===== config.mk =====
export PLATFORM = sky130hd
export DESIGN_NAME = fifo_rd_sched
export DESIGN_NICKNAME = d
export VERILOG_FILES = /design/src/rtl/fifo_rd_sched.sv
export SDC_FILE = /design/constraint.sdc
export NUM_CORES = 1
export LEC_CHECK = 0
export ABC_AREA = 1
export ABC_CLOCK_PERIOD_IN_PS = 1900
export CORE_MARGIN = 8
export CORE_UTILIZATION = 36
export CTS_CLUSTER_DIAMETER = 30
export DETAILED_ROUTE_END_ITERATION = 7
export PLACE_DENSITY = 0.68
export REMOVE_ABC_BUFFERS = 1
export SYNTH_ARGS = -nofsm -noshare
export SYNTH_HDL_FRONTEND = slang
export SYNTH_SLANG_ARGS = --single-unit

===== constraint.sdc =====
create_clock -name rd_clk -period 1.9 [get_ports rd_clk]
set_input_delay 0.38 -clock rd_clk [delete_from_list [all_inputs] [get_ports rd_clk]]
set_output_delay 0.38 -clock rd_clk [all_outputs]
set_load 0.02 [all_outputs]

===== src/rtl/fifo_rd_sched.sv =====
// fifo_rd_sched
// Read-side scheduler for the FIR async FIFO, living entirely in rd_clk.
// It shares one FIFO read port between NUM_REQ consumers. One requester is
// granted at a time, and up to BURST_LEN words are read for it. Every
// returned word is tagged with the owner's ID.
//
// Ports:
//   rd_clk        read-domain clock, rising edge
//   rdst          synchronous active-high reset
//   req           per-requester level-held read request
//   fifo_empty    FIFO empty flag
//   fifo_rd_data  FIFO read data, valid one cycle after an accepted read
//   fifo_rd_en    FIFO read enable (combinational, only in BURST)
//   gnt           registered one-hot grant
//   out_valid     out_data/out_id valid this cycle
//   out_data      read word (fifo_rd_data passed through)
//   out_id        requester owning out_data
//   burst_done    one-cycle pulse in the cycle after a burst ends
//   burst_cnt     words read in the finished burst, valid with burst_done
//
// Build option:
//   FIFO_RD_SCHED_FIXPRI_EN  when defined, the lowest set req index always
//                            wins and the round-robin pointer is tied to 0.
//                            When undefined (default), arbitration is round-robin.
module fifo_rd_sched #(
  parameter int DATA_WIDTH = 16,
  parameter int NUM_REQ    = 4,
  parameter int ID_WIDTH   = 2,
  parameter int BURST_LEN  = 4,
  parameter int TIMEOUT    = 8
) (
  input  logic                          rd_clk,
  input  logic                          rdst,
  input  logic [NUM_REQ-1:0]            req,
  input  logic                          fifo_empty,
  input  logic [DATA_WIDTH-1:0]         fifo_rd_data,
  output logic                          fifo_rd_en,
  output logic [NUM_REQ-1:0]            gnt,
  output logic                          out_valid,
  output logic [DATA_WIDTH-1:0]         out_data,
  output logic [ID_WIDTH-1:0]           out_id,
  output logic                          burst_done,
  output logic [$clog2(BURST_LEN):0]    burst_cnt
);

  localparam int CNT_W  = $clog2(BURST_LEN) + 1;
  localparam int TMR_W  = $clog2(TIMEOUT + 1);
  localparam int SCAN_W = ID_WIDTH + 1;

  localparam logic [CNT_W-1:0]   BURST_MAX = CNT_W'(BURST_LEN);
  localparam logic [TMR_W-1:0]   TMR_MAX   = TMR_W'(TIMEOUT);
  localparam logic [SCAN_W-1:0]  NUM_SCAN  = SCAN_W'(NUM_REQ);
  localparam logic [NUM_REQ-1:0] GNT_ONE   = NUM_REQ'(1);

  typedef enum logic [1:0] {IDLE, BURST, DONE} state_t;

  state_t              state;
  state_t              next_state;
  logic [ID_WIDTH-1:0] owner;
  logic [ID_WIDTH-1:0] rr_ptr;
  logic [ID_WIDTH-1:0] arb_winner;
  logic [SCAN_W-1:0]   scan;
  logic [CNT_W-1:0]    cnt;
  logic [CNT_W-1:0]    cnt_next;
  logic [TMR_W-1:0]    tmr;
  logic [TMR_W-1:0]    tmr_next;

  assign out_data = fifo_rd_data;

  // Round-robin search starting at rr_ptr. The loop walks from the lowest
  // priority position down to the highest, so the last hit is the winner.
  always_comb begin
    scan       = '0;
    arb_winner = '0;
    for (int i = NUM_REQ - 1; i >= 0; i--) begin
      scan = {1'b0, rr_ptr} + SCAN_W'(i);
      if (scan >= NUM_SCAN) scan = scan - NUM_SCAN;
      if (req[scan[ID_WIDTH-1:0]]) arb_winner = scan[ID_WIDTH-1:0];
    end
  end

  // Next-state and read-enable logic. A dropped request ends the burst
  // before any read is issued. Otherwise the word count and empty timer
  // include this cycle's outcome when the exit conditions are evaluated.
  always_comb begin
    next_state = state;
    fifo_rd_en = 1'b0;
    cnt_next   = cnt;
    tmr_next   = tmr;
    case (state)
      IDLE: begin
        cnt_next = '0;
        tmr_next = '0;
        if (|req) next_state = BURST;
      end
      BURST: begin
        if (!req[owner]) begin
          next_state = DONE;
        end else begin
          fifo_rd_en = !fifo_empty && (cnt < BURST_MAX);
          if (fifo_rd_en) begin
            cnt_next = cnt + 1'b1;
            tmr_next = '0;
          end else if (fifo_empty) begin
            tmr_next = tmr + 1'b1;
          end
          if ((cnt_next == BURST_MAX) || (tmr_next == TMR_MAX)) next_state = DONE;
        end
      end
      DONE:    next_state = IDLE;
      default: next_state = IDLE;
    endcase
  end

  // State, grant, burst bookkeeping and the one-cycle-delayed data tag.
  always_ff @(posedge rd_clk) begin
    if (rdst) begin
      state      <= IDLE;
      gnt        <= '0;
      owner      <= '0;
      cnt        <= '0;
      tmr        <= '0;
      out_valid  <= 1'b0;
      out_id     <= '0;
      burst_done <= 1'b0;
      burst_cnt  <= '0;
    end else begin
      state      <= next_state;
      cnt        <= cnt_next;
      tmr        <= tmr_next;
      out_valid  <= fifo_rd_en;
      burst_done <= (state == BURST) && (next_state == DONE);
      if (fifo_rd_en) out_id <= owner;
      if ((state == IDLE) && (next_state == BURST)) begin
        owner <= arb_winner;
        gnt   <= GNT_ONE << arb_winner;
      end
      if ((state == BURST) && (next_state == DONE)) begin
        gnt       <= '0;
        burst_cnt <= cnt_next;
      end
    end
  end

`ifdef FIFO_RD_SCHED_FIXPRI_EN
  // Fixed priority: the search always starts at index 0.
  assign rr_ptr = '0;
`else
  localparam logic [ID_WIDTH-1:0] LAST_ID = ID_WIDTH'(NUM_REQ - 1);

  // The pointer moves just past the owner when its burst finishes.
  always_ff @(posedge rd_clk) begin
    if (rdst) begin
      rr_ptr <= '0;
    end else if ((state == BURST) && (next_state == DONE)) begin
      rr_ptr <= (owner == LAST_ID) ? '0 : owner + 1'b1;
    end
  end
`endif

endmodule


**Word level (Yosys, flattened, before mapping)**

Index checks and enable logic that the tools add are counted.

- Add/sub/neg operators: 10
- Order comparisons: 10
- Equal/unequal tests: 7
- Shift operators: 1
- Multiplexer cells: 36
- Reduce and logical (&&, ||, !) cells: 10

Operator list:

| cell | count |
|---|---|
| 2-bit two-way mux | 12 |
| 4-bit two-way mux | 5 |
| 2-bit by 3-bit < comparator with 1-bit output (second input constant) | 5 |
| 3-bit two-way mux | 4 |
| 1-bit binary-select mux with 2-bit select | 5 |
| 3-bit greater-or-equal comparator (second input constant) | 3 |
| 4-bit case mux with 2 select lines | 1 |
| 2-bit by 1-bit subtractor with 2-bit output (second input constant) | 4 |
| 1-bit two-way mux | 7 |
| 2-bit by 2-bit adder with 3-bit output (second input constant) | 2 |
| 3-bit case mux with 2 select lines | 1 |
| 4-bit by 1-bit adder with 4-bit output (second input constant) | 1 |
| 2-bit by 1-bit == test with 1-bit output (second input constant) | 2 |
| 2-bit == test (second input constant) | 2 |
| 4-bit == test (second input constant) | 1 |
| 2-bit case mux with 2 select lines | 1 |
| 4-bit OR reduction | 1 |
| 1-bit by 2-bit << shifter with 4-bit output (first input constant) | 1 |
| 2-bit by 1-bit adder with 3-bit output (second input constant) | 1 |
| 3-bit by 1-bit adder with 3-bit output (second input constant) | 1 |
| 3-bit == test (second input constant) | 1 |
| 2-bit by 3-bit greater-or-equal comparator with 1-bit output (second input constant) | 1 |
| 1-bit logical AND | 3 |
| 3-bit < comparator (second input constant) | 1 |
| 8 further kinds | 8 |

- Bits in registers: 24
- Input port bits: 23
- Output and inout port bits: 28
- Logic and storage cells: 84

**Logic depth before layout (Yosys ltp)**

- Depth in word-level cells: 13
- Gate-level depth with buffers: 14
- Depth with buffers taken out: 13

**Worst setup path after synthesis**

OpenSTA, ideal clock, no wires.

- Path type: reg2out
- Start point: reg owner[0]
- End point: out fifo_rd_en
- Arrival: 1049 ps
- Required time: 1520 ps
- Setup slack: 471 ps
- Cell stages (with the launch flop): 7
- Path buffers: 0
- Cell sequence: dfxtp_1 -> nand2_1 -> nand3_1 -> nand2_1 -> inv_2 -> nand2_1 -> nor2_2

- Cells in the longest elaborated chain, start to end: 4

RTL lines:

| item | line | RTL |
|---|---|---|
| from (decl) | 59 | `logic [ID_WIDTH-1:0] owner;` |
| from (signal assigned) | 135 | `owner <= arb_winner;` |
| 1-bit binary-select mux with 2-bit select | 97 | `if (!req[owner]) begin` |
| 1-bit two-way mux (not written as such) | 97 |  |
| 1-bit two-way mux | 97 |  |
| 1-bit two-way mux | 90 | `case (state)` |
| to (decl) | 37 | `output logic fifo_rd_en,` |

Every way passes these cells. The select of a mux whose other input is x is not followed.

**Final worst setup path**

- Start point: in fifo_empty
- End point: reg burst_cnt[1]

- Cells in the longest elaborated chain, start to end: 12
- Elaborated cells on any way between the ends: 19
- Classes of those cells: 3 x eq/ne; 12 x mux; 4 x reduce/logical

RTL lines:

| item | line | RTL |
|---|---|---|
| from (decl) | 35 | `input logic fifo_empty,` |
| 1-bit logical NOT | 100 | `fifo_rd_en = !fifo_empty && (cnt < BURST_MAX);` |
| 1-bit logical AND | 100 |  |
| 4-bit two-way mux / 3-bit two-way mux (equally long branches) | 101 | `if (fifo_rd_en) begin` |
| 4-bit two-way mux / 3-bit two-way mux (equally long branches) | 97 |  |
| 4-bit two-way mux / 3-bit two-way mux (equally long branches) | 90 |  |
| 4-bit == test / 3-bit == test (equally long branches) | 107 | `if ((cnt_next == BURST_MAX) \|\| (tmr_next == TMR_MAX)) next_state = DONE;` |
| 1-bit logical OR | 107 |  |
| 2-bit two-way mux | 107 |  |
| 2-bit two-way mux | 97 |  |
| 2-bit case mux with 2 select lines | 90 |  |
| 2-bit == test | 138 | `if ((state == BURST) && (next_state == DONE)) begin` |
| 1-bit logical AND | 138 |  |
| to (signal assigned) | 140 | `burst_cnt <= cnt_next;` |
| to (decl) | 43 | `output logic [$clog2(BURST_LEN):0] burst_cnt` |

Several ways; a longest one is shown, not always the timed one. The select of a mux whose other input is x is not followed.
A chain may end at the register's enable or synchronous reset.

==> summary.md <==
| Metric | Value |
|---|---|
| Post-synthesis sequential area ratio | `33.3%` |
| Cell taking the most area after synthesis | `dfxtp_1` |
| Maximum vdd drop | `0.404 mV` |
| Dominant cell by count in the synthesized netlist | `nand2_1` |
| Placeable core area | `3910 µm²` |
| Proportion of layout cells with a drive suffix above 1 | `20.6%` |
| Classification of the worst setup path | `in -> reg` |
| Run status | `finished clean` |
| Routability congestion estimate | `0.811` |
| Number of buffers created by CTS | `3` |
| Clock insertion delay at the later pin of the skew report | `270 ps` |
| Gr ovfl total | `0` |
| Dominant cells by area after synthesis | `dfxtp_1 33%, nand2_1 17%, buf_4 8.3%` |
| Cell area after layout | `1790 µm²` |
| Critical-path maximum fanout | `8` |
| Global-route usage over all layers | `10.6%` |
| Final Routed Wirelength | `3280 µm` |
| Detailed Place HPWL | `2590 µm` |
| Worst flop-to-flop path startpoint | `rr_ptr[0]` |
| Via Count | `1337` |
| Global-route wire length before repair | `5520 µm` |
| Depth of the CTS H-tree | `1` |
| Worst hold-check slack | `485 ps` |
| Share of the clock period used by the worst path | `90.0%` |
| Clock tree from TritonCTS | `built` |
| Largest net degree at the start of global routing | `15` |
| Data arrival at the endpoint of the critical path | `1870 ps` |
| Final-report hold violation count | `0` |
| Type of the tightest min-delay check | `reg -> reg` |
| Distinct cell type count after synthesis | `30` |
| Number of enable flip-flop cells after synthesis | `0` |
| Final max-slew violation count | `0` |
| Diodes inserted | `0` |
| Critical Path Start | `fifo_empty` |
| Setup slack on the worst flop-to-flop path | `240 ps` |
| Number of nets in the layout | `265` |
| Starting density of the core | `36.8%` |
| FF+latch count, synth | `24` |
| Critical Path Slowest Stage Cell | `clkdlybuf4s50_1` |
| Chip Height | `79.3 µm` |
| Wire length per cell after detailed routing | `11.4 µm` |
| Crit path capture type | `flip-flop` |
| Average cell area after synthesis | `6.70 µm²` |
| Power per standard cell area | `916 nW/µm²` |
| Minimum clock period | `1710 ps` |
| Final setup fails | `0` |
| Placement Rows | `23` |
| Critical path cell sequence | `clkdlybuf4s50_1 > buf_4 > or2_1 > nand3_1 > nand2_1 > nor2_2 > nand2_2 > nand3_2 > nand2_4 > nand3_1 > o21ai_1` |
| Max clock buf depth | `2` |
| IO Pins | `51` |
| Via count of the first global-routing pass | `1286` |
| Detailed-route vias per instance | `4.64` |
| Number of DRC violations after detailed-routing iteration 0 | `66` |
| Max Cap Violations | `0` |
| Clock skew after layout | `3.75 ps` |
| Antenna viol nets, final | `0` |
| Startpoint of the most critical hold path | `burst_cnt[0]` |
| Area delta synth->final | `24.0%` |
| Setup repair after global routing missed its margin | `no` |
| Yosys Warn Count | `0` |
| Initial antenna violation count | `0` |
| Required time of the critical path | `2060 ps` |
| Clock transition at the registers of the reported paths | `90 ps` |
| LEAKAGE | `0.876 nW` |
| PortBufs | `18` |
| Cell at the root of the clock tree | `clkbuf_8` |
| Die span in x | `79.3 µm` |
| CTS sink count | `24` |
| Flip-flop cell with the highest count after synthesis | `dfxtp_1` |
| Fraction of registers with async set/reset | `0%` |
| Slew Limit Headroom | `73.4%` |
| Die outline area | `6280 µm²` |
| Transition time at the pin with the least slew margin | `398 ps` |
| Most common library cells after synthesis | `67 x nand2_1, 25 x inv_1, 24 x dfxtp_1` |
| Most Frequent Cell on Critical Path | `nand3_1` |
| Longest individual stage delay on the worst path | `440 ps` |
| Synthesized netlist cell count | `215` |
| Number of iterations in the first detailed-routing pass | `4` |
| F_max | `0.585 GHz` |
| Syn Std Cell Area | `1440 µm²` |
| Placed instance area | `1690 µm²` |
| Critical path startpoint category | `primary input` |
| Final routed DRC violation total | `0` |
| Yosys top cell area share | `33.3%` |
-- area by class of cell --
class                   instances  area, µm²
inverters                      30        115
clock inverters                 1       30.0
well taps                      50       62.6
flip-flops and latches         24        480
fillers                       427       2130
repair buffers                 38        342
clock buffers                   3       41.3
multi-input cells             142        717
-- cell families (layout without fill, tap and decap cells) --
kind of cell    Yosys count  count (layout)  share of synthesized area [%]
simple gates            110             110                           34.6
buf+inv                  49              72                           17.6
compound gates           27              27                           10.6
flops                    24              24                           33.3
fa+ha+maj                 3               3                           2.60
xor+xnor                  1               1                          0.608
mux                       1               1                          0.694
-- power by group --
group | leakage (nW) | switching [mW] | internal [mW]
clock network | 0.0357 | 0.170 | 0.282
logic | 0.646 | 0.337 | 0.246
registers | 0.195 | 0.0461 | 0.556
-- final timing paths --
kind         depth (start not counted)           end
max reg2reg                         13        gnt[0]
min reg2reg                          2  burst_cnt[0]
min                                  2  burst_cnt[0]
max                                 11  burst_cnt[1]
-- layer usage --
layer  up-vias  share of wire (%)  track usage (%)
li1        701                  -                -
met1       590                 44             12.4
met2        44                 45             17.1
met3         2                9.5             4.63
met4         0               0.64             3.33
met5         -                  0                0
-- registers in the layout, summed over array words and instances (netlist names) --
| name | count |
|---|---|
| tmr | 4 |
| gnt | 4 |
| out_valid | 1 |
| cnt | 3 |
| out_id | 2 |
| burst_cnt | 3 |
| burst_done | 1 |
| state | 2 |
| owner | 2 |
| rr_ptr | 2 |
-- stage by stage --
step	total power, mW	worst slack, ps	std cells	TNS, ps	utilization (%)
detailed placement	1.19	-437	283	-1580	43.1
finish	1.64	189	288	0	45.7
CTS	1.64	5.34	287	0	44.8
global route	1.75	29.9	288	0	45.7
global placement	1.19	-406	283	-1300	43.1
floorplan	0.968	471	196	0	-
-- cells in the final DEF (no fill, tap or decap), types with 2 or more instances in the layout --
cell type,instances
a21oi_2,4
clkbuf_8,3
nand2_2,2
o21ai_0,4
nor2_1,12
buf_4,20
nand3_2,3
or2_2,3
o21ai_1,7
nand2_1,66
dlymetal6s2s_1,4
clkdlybuf4s50_1,13
a21oi_1,10
nand3_1,14
inv_2,4
ha_1,3
dfxtp_1,24
inv_1,25
nor2_2,4
-- critical path, delay by kind of cell --
kind | cells | cell delay (ps)
compound gates | 1 | 70
buf+inv | 2 | 600
simple gates | 8 | 820
-- timing repair --
action / 4_1_cts / 5_1_grt
setup endpoints to repair: 1 / 2
setup buffers: 0 / 1
pin swaps: 0 / 1
hold buffers: 0 / 0
endpoints found under the hold margin: 0 / 0
gates resized for setup: 4 / 10
Power figures use the tool's default switching activity.
